[src/rtl/fetch_unit_pkg.sv]
// Shared definitions for the fetch unit: FSM state encoding and build defaults.
package fetch_unit_pkg;

  localparam int unsigned DefAddrW   = 16;
  localparam int unsigned DefResetPc = 0;

  typedef enum logic [1:0] {
    StIdle  = 2'd0,
    StReq   = 2'd1,
    StDrain = 2'd2
  } fetch_state_e;

endpackage

[src/rtl/fetch_unit_if.sv]
// Program memory read bus: single outstanding request, data valid with ack.
interface fetch_unit_if #(
  parameter int unsigned ADDR_W = 16
);

  logic              req;
  logic [ADDR_W-1:0] addr;
  logic              ack;
  logic [7:0]        data;

  // Fetch unit side
  modport master (
    output req,
    output addr,
    input  ack,
    input  data
  );

  // Memory side
  modport slave (
    input  req,
    input  addr,
    output ack,
    output data
  );

endinterface

[src/rtl/fetch_unit_fifo.sv]
// Synchronous circular byte buffer with push/pop/flush, occupancy count and head data.
// Push and pop in the same cycle on a full buffer both take effect.
module fetch_unit_fifo #(
  parameter int unsigned Depth = 4,
  localparam int unsigned CntW = $clog2(Depth + 1)
) (
  input  logic            clk,
  input  logic            rst,
  input  logic            push,
  input  logic            pop,
  input  logic            flush,
  input  logic [7:0]      wdata,
  output logic [7:0]      head,
  output logic [CntW-1:0] count
);

  localparam int unsigned PtrW  = (Depth > 1) ? $clog2(Depth) : 1;
  // A single-entry buffer still needs a 1-bit pointer; the spare slot is never written.
  localparam int unsigned Slots = 2 ** PtrW;

  logic [7:0]      mem_q [Slots];
  logic [PtrW-1:0] wr_ptr_q, rd_ptr_q;
  logic [CntW-1:0] count_q;
  logic            do_push, do_pop;

  function automatic logic [PtrW-1:0] ptr_inc(input logic [PtrW-1:0] p);
    return (p == PtrW'(Depth - 1)) ? '0 : p + 1'b1;
  endfunction

  // Qualify requests against occupancy
  always_comb begin
    do_pop  = pop && (count_q != '0);
    do_push = push && ((count_q != CntW'(Depth)) || do_pop);
  end

  // Pointers and occupancy
  always_ff @(posedge clk or negedge rst) begin
    if (!rst) begin
      wr_ptr_q <= '0;
      rd_ptr_q <= '0;
      count_q  <= '0;
    end else if (flush) begin
      wr_ptr_q <= '0;
      rd_ptr_q <= '0;
      count_q  <= '0;
    end else begin
      if (do_push) wr_ptr_q <= ptr_inc(wr_ptr_q);
      if (do_pop)  rd_ptr_q <= ptr_inc(rd_ptr_q);
      count_q <= count_q + CntW'(do_push) - CntW'(do_pop);
    end
  end

  // Storage; contents are don't-care until pushed, so no reset
  always_ff @(posedge clk) begin
    if (do_push && !flush) mem_q[wr_ptr_q] <= wdata;
  end

  assign head  = mem_q[rd_ptr_q];
  assign count = count_q;

endmodule

[src/rtl/fetch_unit.sv]
// Instruction fetch unit: owns the PC, reads program memory over a single-outstanding
// req/ack bus, buffers bytes and presents the head byte to the controller.
// Build option FETCH_PREFETCH_EN: DEPTH-entry prefetch buffer. Undefined: a single
// holding register (one instruction per two cycles with zero-wait memory).
module fetch_unit
  import fetch_unit_pkg::*;
#(
  parameter int unsigned       ADDR_W   = DefAddrW,
  parameter int unsigned       DEPTH    = 4,
  parameter logic [ADDR_W-1:0] RESET_PC = ADDR_W'(DefResetPc)
) (
  input  logic              clk,
  input  logic              rst,
  input  logic              fetch,
  output logic [7:0]        instr,
  output logic              instr_valid,
  output logic [ADDR_W-1:0] pc,
  input  logic              pc_load,
  input  logic [ADDR_W-1:0] pc_new,
  fetch_unit_if.master      mem
);

`ifdef FETCH_PREFETCH_EN
  localparam int unsigned BufDepth = DEPTH;
`else
  // Holding register only; DEPTH is legal (>= 2) so this is always 1.
  localparam int unsigned BufDepth = (DEPTH > 0) ? 1 : 0;
`endif
  localparam int unsigned CntW  = $clog2(BufDepth + 1);
  localparam int unsigned CntW1 = CntW + 1;

  fetch_state_e      state_q;
  logic [ADDR_W-1:0] faddr_q;
  logic [ADDR_W-1:0] target_q;
  logic [ADDR_W-1:0] pc_q;
  logic              mem_req_q;

  logic              push, pop, flush;
  logic [7:0]        head;
  logic [CntW-1:0]   count;
  logic [CntW1-1:0]  count_after;
  logic              room;

  fetch_unit_fifo #(
    .Depth (BufDepth)
  ) u_fifo (
    .clk   (clk),
    .rst   (rst),
    .push  (push),
    .pop   (pop),
    .flush (flush),
    .wdata (mem.data),
    .head  (head),
    .count (count)
  );

  // Buffer control; a redirect beats any same-cycle push or pop
  always_comb begin
    flush       = pc_load;
    push        = (state_q == StReq) && mem.ack && !pc_load;
    pop         = fetch && instr_valid && !pc_load;
    count_after = {1'b0, count} + CntW1'(push) - CntW1'(pop);
    room        = count_after < CntW1'(BufDepth);
  end

  // Request FSM with registered bus outputs
  always_ff @(posedge clk or negedge rst) begin
    if (!rst) begin
      state_q   <= StIdle;
      faddr_q   <= RESET_PC;
      target_q  <= RESET_PC;
      mem_req_q <= 1'b0;
    end else begin
      unique case (state_q)
        StIdle: begin
          if (pc_load) begin
            faddr_q <= pc_new;
          end else if (room) begin
            state_q   <= StReq;
            mem_req_q <= 1'b1;
          end
        end
        StReq: begin
          if (pc_load) begin
            if (mem.ack) begin
              state_q   <= StIdle;
              mem_req_q <= 1'b0;
              faddr_q   <= pc_new;
            end else begin
              // Read in flight: hold the address until it completes
              state_q  <= StDrain;
              target_q <= pc_new;
            end
          end else if (mem.ack) begin
            faddr_q <= faddr_q + 1'b1;
            if (!room) begin
              state_q   <= StIdle;
              mem_req_q <= 1'b0;
            end
          end
        end
        StDrain: begin
          if (mem.ack) begin
            state_q   <= StIdle;
            mem_req_q <= 1'b0;
            faddr_q   <= pc_load ? pc_new : target_q;
          end else if (pc_load) begin
            target_q <= pc_new;
          end
        end
        default: begin
          state_q   <= StIdle;
          mem_req_q <= 1'b0;
        end
      endcase
    end
  end

  // Head address tracks pops and redirects
  always_ff @(posedge clk or negedge rst) begin
    if (!rst) begin
      pc_q <= RESET_PC;
    end else if (pc_load) begin
      pc_q <= pc_new;
    end else if (pop) begin
      pc_q <= pc_q + 1'b1;
    end
  end

  assign instr_valid = (count != '0);
  assign instr       = instr_valid ? head : 8'h00;
  assign pc          = pc_q;
  assign mem.req     = mem_req_q;
  assign mem.addr    = faddr_q;

endmodule

[src/flat_wrapper.sv]
// flat-port wrapper written by rule: the top's interface ports become plain ports
module fetch_unit_flat import fetch_unit_pkg::*;
#(
  parameter int unsigned       ADDR_W   = DefAddrW,
  parameter int unsigned       DEPTH    = 4,
  parameter logic [ADDR_W-1:0] RESET_PC = ADDR_W'(DefResetPc)
)
  (clk, rst, fetch, instr, instr_valid, pc, pc_load, pc_new, mem_req, mem_addr, mem_ack, mem_data);
  fetch_unit_if #(.ADDR_W(ADDR_W)) mem_i ();
  input  logic clk;
  input  logic rst;
  input  logic fetch;
  output logic [7:0] instr;
  output logic instr_valid;
  output logic [ADDR_W-1:0] pc;
  input  logic pc_load;
  input  logic [ADDR_W-1:0] pc_new;
  output wire logic [$bits(mem_i.req)-1:0] mem_req;
  output wire logic [$bits(mem_i.addr)-1:0] mem_addr;
  input wire logic [$bits(mem_i.ack)-1:0] mem_ack;
  input wire logic [$bits(mem_i.data)-1:0] mem_data;
  assign mem_req = mem_i.req;
  assign mem_addr = mem_i.addr;
  assign mem_i.ack = mem_ack;
  assign mem_i.data = mem_data;
  fetch_unit #(.ADDR_W(ADDR_W), .DEPTH(DEPTH), .RESET_PC(RESET_PC)) u_core (.clk(clk), .rst(rst), .fetch(fetch), .instr(instr), .instr_valid(instr_valid), .pc(pc), .pc_load(pc_load), .pc_new(pc_new), .mem(mem_i));
endmodule
[config.mk]
export PLATFORM = sky130hd
export DESIGN_NAME = fetch_unit_flat
export DESIGN_NICKNAME = d
export VERILOG_FILES = /design/src/rtl/fetch_unit_pkg.sv /design/src/rtl/fetch_unit_if.sv /design/src/rtl/fetch_unit_fifo.sv /design/src/rtl/fetch_unit.sv /design/src/flat_wrapper.sv
export SDC_FILE = /design/constraint.sdc
export NUM_CORES = 1
export LEC_CHECK = 0
export ABC_AREA = 1
export CORE_ASPECT_RATIO = 0.7
export CORE_MARGIN = 5
export CORE_UTILIZATION = 45
export CTS_BUF_LIST = sky130_fd_sc_hd__clkbuf_2 sky130_fd_sc_hd__clkbuf_4 sky130_fd_sc_hd__clkbuf_8
export DETAILED_ROUTE_END_ITERATION = 7
export PLACE_DENSITY = 0.7
export SLEW_MARGIN = 10
export SYNTH_ARGS = -nofsm -noshare
export SYNTH_HDL_FRONTEND = slang
export SYNTH_SLANG_ARGS = --single-unit
export TNS_END_PERCENT = 10
[constraint.sdc]
create_clock -name clk -period 6.4 [get_ports clk]
set_input_delay 0.64 -clock clk [delete_from_list [all_inputs] [get_ports clk]]
set_output_delay 0.64 -clock clk [all_outputs]
set_load 0.05 [all_outputs]
# ---- Word-level counts from Yosys, hierarchy flattened
# Memory sizes are Yosys's and may differ from the RTL's.
# Index checks and enable logic that the tools add are counted.
dict set report word_totals {
  regBits 54
  latch_bits 0
  mem_bits_rw 16
  romBits 0
  inputBits 29
  out_inout_bits 42
  wordCells 88
  mem_count 1
}
dict set report op_classes {
  add_sub_neg 8
  n_mul 0
  n_div 0
  magnitude_cmp 1
  n_eq_ne 12
  shifts 0
  n_mux 38
  bitwise 1
  reduce_logical 19
}
# memory words width rd rd_clocked_by_memory_dff wr line
set mem_list {}
lappend mem_list {u_core.u_fifo.mem_q 2 8 1 0 1 fetch_unit_fifo.sv:21} ;# logic [7:0] mem_q [Slots];
# cell n
set ops {}
lappend ops {{$mux 16} 11}
lappend ops {{$pmux 16 s3} 1}
lappend ops {{$add 16x1->16 const B} 2}
lappend ops {{$pmux 16 s2} 1}
lappend ops {{$mux 1} 15}
lappend ops {{$mux 2} 7}
lappend ops {{$ne 2x2->1 const B} 7}
lappend ops {{$reduce_and 4->1} 3}
lappend ops {{$mux 8} 1}
lappend ops {{$reduce_bool 2->1} 4}
lappend ops {{$logic_and 1x1->1} 7}
lappend ops {{$ne 3x3->1 const B} 2}
lappend ops {{$pmux 2 s3} 1}
lappend ops {{$reduce_and 5->1} 1}
lappend ops {{$pmux 1 s3} 1}
lappend ops {{$reduce_bool 3->1} 1}
lappend ops {{$add 1x1->1 const B} 2}
lappend ops {{$add 1x1->2} 1}
lappend ops {{$eq 2x1->1 const B} 1}
lappend ops {{$eq 2x2->1 const B} 1}
lappend ops {{$logic_not 2->1} 1}
lappend ops {{$lt 2x1->1 const B} 1}
lappend ops {{$ne 2x1->1 const B} 1}
lappend ops {{$sub 2x1->2} 1}
lappend ops {{5 further kinds} 5}

# ---- Logic depth before layout (Yosys ltp)
dict set report depth {
  ltp_word 10
  ltp_mapped 15
  depth_no_buf 14
}

# ---- Hierarchy
# Synthesis repeated with hierarchy kept, for this count alone.
dict set report hier_totals {
  hier_cells 544
  hier_area_um2 3881.2
}
# module instances cells_each area_per_inst_um2 seq_area_each_um2
set by_module_without_submodules {}
lappend by_module_without_submodules {fetch_unit 1 527 3582.2 1276.2}
lappend by_module_without_submodules {fetch_unit_fifo 1 17 299.0 265.3}

# ---- Least setup slack after synthesis
# Ideal clock, no wire load.
dict set report synth_timing {
  kind {input to register}
  startpoint {input port pc_load}
  endpoint {register u_core.mem_req_q, in the netlist u_core.mem.req}
  arrival_time_ns 2.301
  slack_ns 3.972
  stages 14
  path_buffers 2
  cell_sequence {buf_4 > inv_2 > nand2_2 > inv_2 > buf_2 > nand2_1 > ha_1 > inv_1 > ha_1 > nor2_1 > nand3_1 > and3_1 > nand2_1 > o21ai_0}
}
dict set report synth_between {
  elab_chain_cells 7
  elab_cells_between_ends 13
}
# element line
set synth_lines {}
lappend synth_lines {{start: declaration} flat_wrapper.sv:16} ;# input logic pc_load;
lappend synth_lines {{$logic_not 1->1} {fetch_unit.sv:60, fetch_unit.sv:61}}
lappend synth_lines {{$logic_and 1x1->1} fetch_unit.sv:60} ;# push = (state_q == StReq) && mem.ack && !pc_load;
lappend synth_lines {{$add 1x1->2} fetch_unit.sv:62} ;# count_after = {1'b0, count} + CntW1'(push) - CntW1'(pop);
lappend synth_lines {{$sub 2x1->2} fetch_unit.sv:62}
lappend synth_lines {{$lt 2x1->1} fetch_unit.sv:63} ;# room = count_after < CntW1'(BufDepth);
lappend synth_lines {{$ne 3x3->1 (no source line) or $ne 2x1->1 (tied branches)} n/a}
lappend synth_lines {{$reduce_and 4->1 (no source line)} n/a}
lappend synth_lines {{end signal: assignment} fetch_unit.sv:72} ;# mem_req_q <= 1'b0;
lappend synth_lines {{end signal: assignment} fetch_unit.sv:80} ;# mem_req_q <= 1'b1;
lappend synth_lines {{end signal: assignment} fetch_unit.sv:87} ;# mem_req_q <= 1'b0;
lappend synth_lines {{end: declaration} fetch_unit.sv:36} ;# logic mem_req_q;
# Parallel ways exist; a longest one is shown, timed or not.
# A chain may end at the register's enable or synchronous reset.

# ---- Worst setup path after layout
dict set report layout_timing {
  startpoint {input port pc_load}
  endpoint {register u_core.state_q[1]}
}
dict set report layout_between {
  elab_chain_cells 7
  elab_cells_between_ends 13
}
# element line
set layout_lines {}
lappend layout_lines {{$logic_not 1->1} {fetch_unit.sv:60, fetch_unit.sv:61}}
lappend layout_lines {{$logic_and 1x1->1} fetch_unit.sv:60}
lappend layout_lines {{$add 1x1->2} fetch_unit.sv:62}
lappend layout_lines {{$sub 2x1->2} fetch_unit.sv:62}
lappend layout_lines {{$lt 2x1->1} fetch_unit.sv:63}
lappend layout_lines {{$ne 3x3->1 (no source line) or $ne 2x1->1 (tied branches)} n/a}
lappend layout_lines {{$reduce_and 5->1 (no source line)} n/a}
lappend layout_lines {{end signal: assignment} fetch_unit.sv:69} ;# state_q <= StIdle;
lappend layout_lines {{end signal: assignment} fetch_unit.sv:79} ;# state_q <= StReq;
lappend layout_lines {{end signal: assignment} fetch_unit.sv:86} ;# state_q <= StIdle;
lappend layout_lines {{end: declaration} fetch_unit.sv:32} ;# fetch_state_e state_q;
# Parallel ways exist; a longest one is shown, timed or not.

==> qor.yml <==
status: "completed"
drive_above_1_share_pct: 5.58
hold_ws_ps: 409
cts_root_buffer: "clkbuf_8"
cts-resized-gates: 0
routed_wl_um: 10800
worst-path-max-fanout: 33
hold_violations: 0
grt_usage_pct: 21.5
synthTopCellsByArea: "dfrtp_1 33%, nand2_1 17%, inv_1 6.9%"
ys_types: 35
syn_avg_cell_area_sq_um: 6.99
min_period_ps: 3010
ios: 71
r2r-start: "u_core.state_q[1]"
critPathArrivalTime_ps: 3240
async_flop_share_pct: 86.7
swShare_pct: 50.0
yosys.area.top_type_share_pct: 33.3
core_area_sq_um: 8480
relSlewSlack_pct: 46.2
netlist_area_sq_um: 3910
io_buffers: 70
die_h_um: 88.0
final_util_pct: 57.4
dr.pass1.iters: 5
reg2reg_to: "u_core.state_q[1]"
rsz0062_at_grt: "false"
comb_power_share_pct: 55.5
area_delta_synth_final_pct: 24.6
criticalPathCategory: "input port to register"
final_cells: 747
synth-edff-count: 8
overflow: 0
max_stage_delay_ps: 400
drv_slew: 0
clock-sinks: 60
cpMaxStageDelayCell: "clkdlybuf4s50_1"
vias: 3890
hpwlAfterDp_um: 8110
grt_max_degree: 53
path_delay_family: "buffers and inverters"
htree_levels: 3
grt_pass1_vias: 3758
fin_worst_skew_ps: 10.0
dp_cells: 731
clock_latency_ps: 350
row_count: 28
drc: 0
cts_max_path_buffers: 2
postCtsSetupBuffers: 0
finalSetupViolCount: 0
synth_cells: 559
syn-num-nets: 597
ys_seq_area_share_pct: 39.4
critical_path_buf_inv_count: 5
worst_path_most_repeated_cell: "nand2_1"
power_switching_mw: 1.18
r2r_slack_ps: 3730
grt_antenna_before_repair: 0
reg2regPathDepth: 14
maxCapViolations: 0
holdCritPathClass: "input port to asynchronous set/reset pin"
synthMostInstantiatedCell: "nand2_1"
synth_top_area_cell: "dfrtp_1"
numCtsBuffers: 9
critPathLaunchType: "input port"
diodes: 0
p_leak_nw: 2.30
synth_commonest_cells: "181 x nand2_1, 72 x inv_1, 52 x dfrtp_1"
ant_nets: 0
yosys_warnings: 0
finalPower_mw: 2.36
power_frac_clock_pct: 16.1
fmax_mhz: 332
timing.setup.tns_ps: 0
worstPathRequired_ps: 6630
peakVddDrop_mv: 0.267
start_util_pct: 46.1
p_per_area_nw_per_um2: 484
drtIter0Drc: 322
worst_slew_pin_slew_ps: 807
clk_pin_slew_ps: 70
wl_per_cell_um: 14.5
die_x_um: 121
grt_pass1_wl_um: 18000
worstSetupEndpointType: "register"
cts_tree: "built"
gp_congestion: 0.907
dieArea_sq_um: 10700
cts_hold_buf: 0
period_share_pct: 47.1
layout.nets: 660
synth_flop_cell: "dfrtp_1"
synth-seq-cells: 60
via_per_inst: 5.21
p_int_mw: 1.18
fillers: 813
p_seq_share_pct: 28.4
path_cells: "clkdlybuf4s50_1 > buf_4 > inv_2 > nand2_2 > inv_2 > nand2_1 > ha_1 > inv_1 > ha_1 > nor2_1 > nand2_1 > nand2_1 > nand4_1 > nand2_1 > o21ai_0"
-- routing by layer --
metal / part of all wire, % / up-vias / global-route usage, %
met5: 0 / - / 0
met4: 1.0 / 0 / 5.90
met3: 7.0 / 12 / 5.36
met2: 45 / 145 / 33.4
met1: 47 / 1814 / 30.0
li1: - / 1919 / -
-- metrics by stage --
stage | setup WS [ps] | area, sq um
after floorplan | 3970 | 3910
after global placement | 3210 | 4650
after detailed placement | 3080 | 4650
after CTS | 3440 | 4870
after global routing | 3190 | 4870
final | 3390 | 4870
-- worst reg2reg max path, cell delays in order, from the launching register on --
cell	delay (ps)
dfrtp_1	440
inv_1	100
ha_1	280
nand2_2	170
inv_2	250
nand2_1	110
ha_1	280
inv_1	40
ha_1	260
nor2_1	130
nand2_1	70
nand2_1	70
nand4_1	150
nand2_1	110
o21ai_0	90
-- worst max path at each step --
stage	startpoint	endpoint	slack (ps)	cells past startpoint
detailed placement	pc_load	u_core.state_q[1]	3080	15
finish	pc_load	u_core.state_q[1]	3390	15
floorplan	pc_load	u_core.mem.req	3970	14
global route	pc_load	u_core.state_q[0]	3190	14
CTS	pc_load	u_core.state_q[1]	3440	15
global placement	pc_load	u_core.state_q[1]	3210	15
-- state kept, by name (all words and copies together) (netlist names) --
| signal | flops |
|---|---|
| u_core.u_fifo.mem_q | 8 |
| u_core.pc | 16 |
| u_core.mem.addr | 16 |
| u_core.state_q | 2 |
| u_core.target_q | 16 |
| u_core.u_fifo.count | 1 |
| u_core.mem.req | 1 |
-- power by group through the flow --
stage,clock (mW),sequential [mW],combinational [mW]
floorplan,0,0.882,0.732
global placement,0,0.668,1.27
detailed placement,0,0.676,1.30
CTS,0.388,0.670,1.31
global route,0.406,0.696,1.45
finish,0.379,0.669,1.31
-- cells in the final DEF, fill, tap and decap left out, types with 3 or more instances in the layout --
cell               n
nor2_1            46
dfrtp_1           52
a21oi_2            6
nand2_1          181
xor2_1             5
a21oi_1           31
o21bai_1           3
inv_2              3
xnor2_1            6
inv_1             72
clkbuf_8           9
nand3_1           36
o21ai_0           45
edfxtp_1           8
nand4_1            6
clkdlybuf4s50_1   69
ha_1               9
o211ai_1          12
-- cell type report --
| class | count | area (sq um) | area share [%] |
|---|---|---|---|
| Clock buffer | 11 | 139 | 2.85 |
| Clock inverter | 5 | 77.6 | 1.59 |
| Inverter | 75 | 282 | 5.78 |
| Multi-Input combinational cell | 404 | 1970 | 40.4 |
| Sequential cell | 60 | 1540 | 31.7 |
| Tap cell | 120 | 150 | 3.08 |
| Timing Repair Buffer | 72 | 711 | 14.6 |
-- kinds of logic (layout without fill, tap and decap cells) --
| kind of cell | count (synthesis) | count (layout) | synth area share, % |
|---|---|---|---|
| AOI/OAI and AO/OA | 106 | 106 | 15.8 |
| and+or+nand+nor | 278 | 278 | 29.2 |
| DFF | 60 | 60 | 39.4 |
| buffers and inverters | 95 | 163 | 10.2 |
| xor gates and xnor gates | 11 | 11 | 2.46 |
| adders and majority gates | 9 | 9 | 2.88 |
Note: power is estimated with default switching activity, not from simulation.
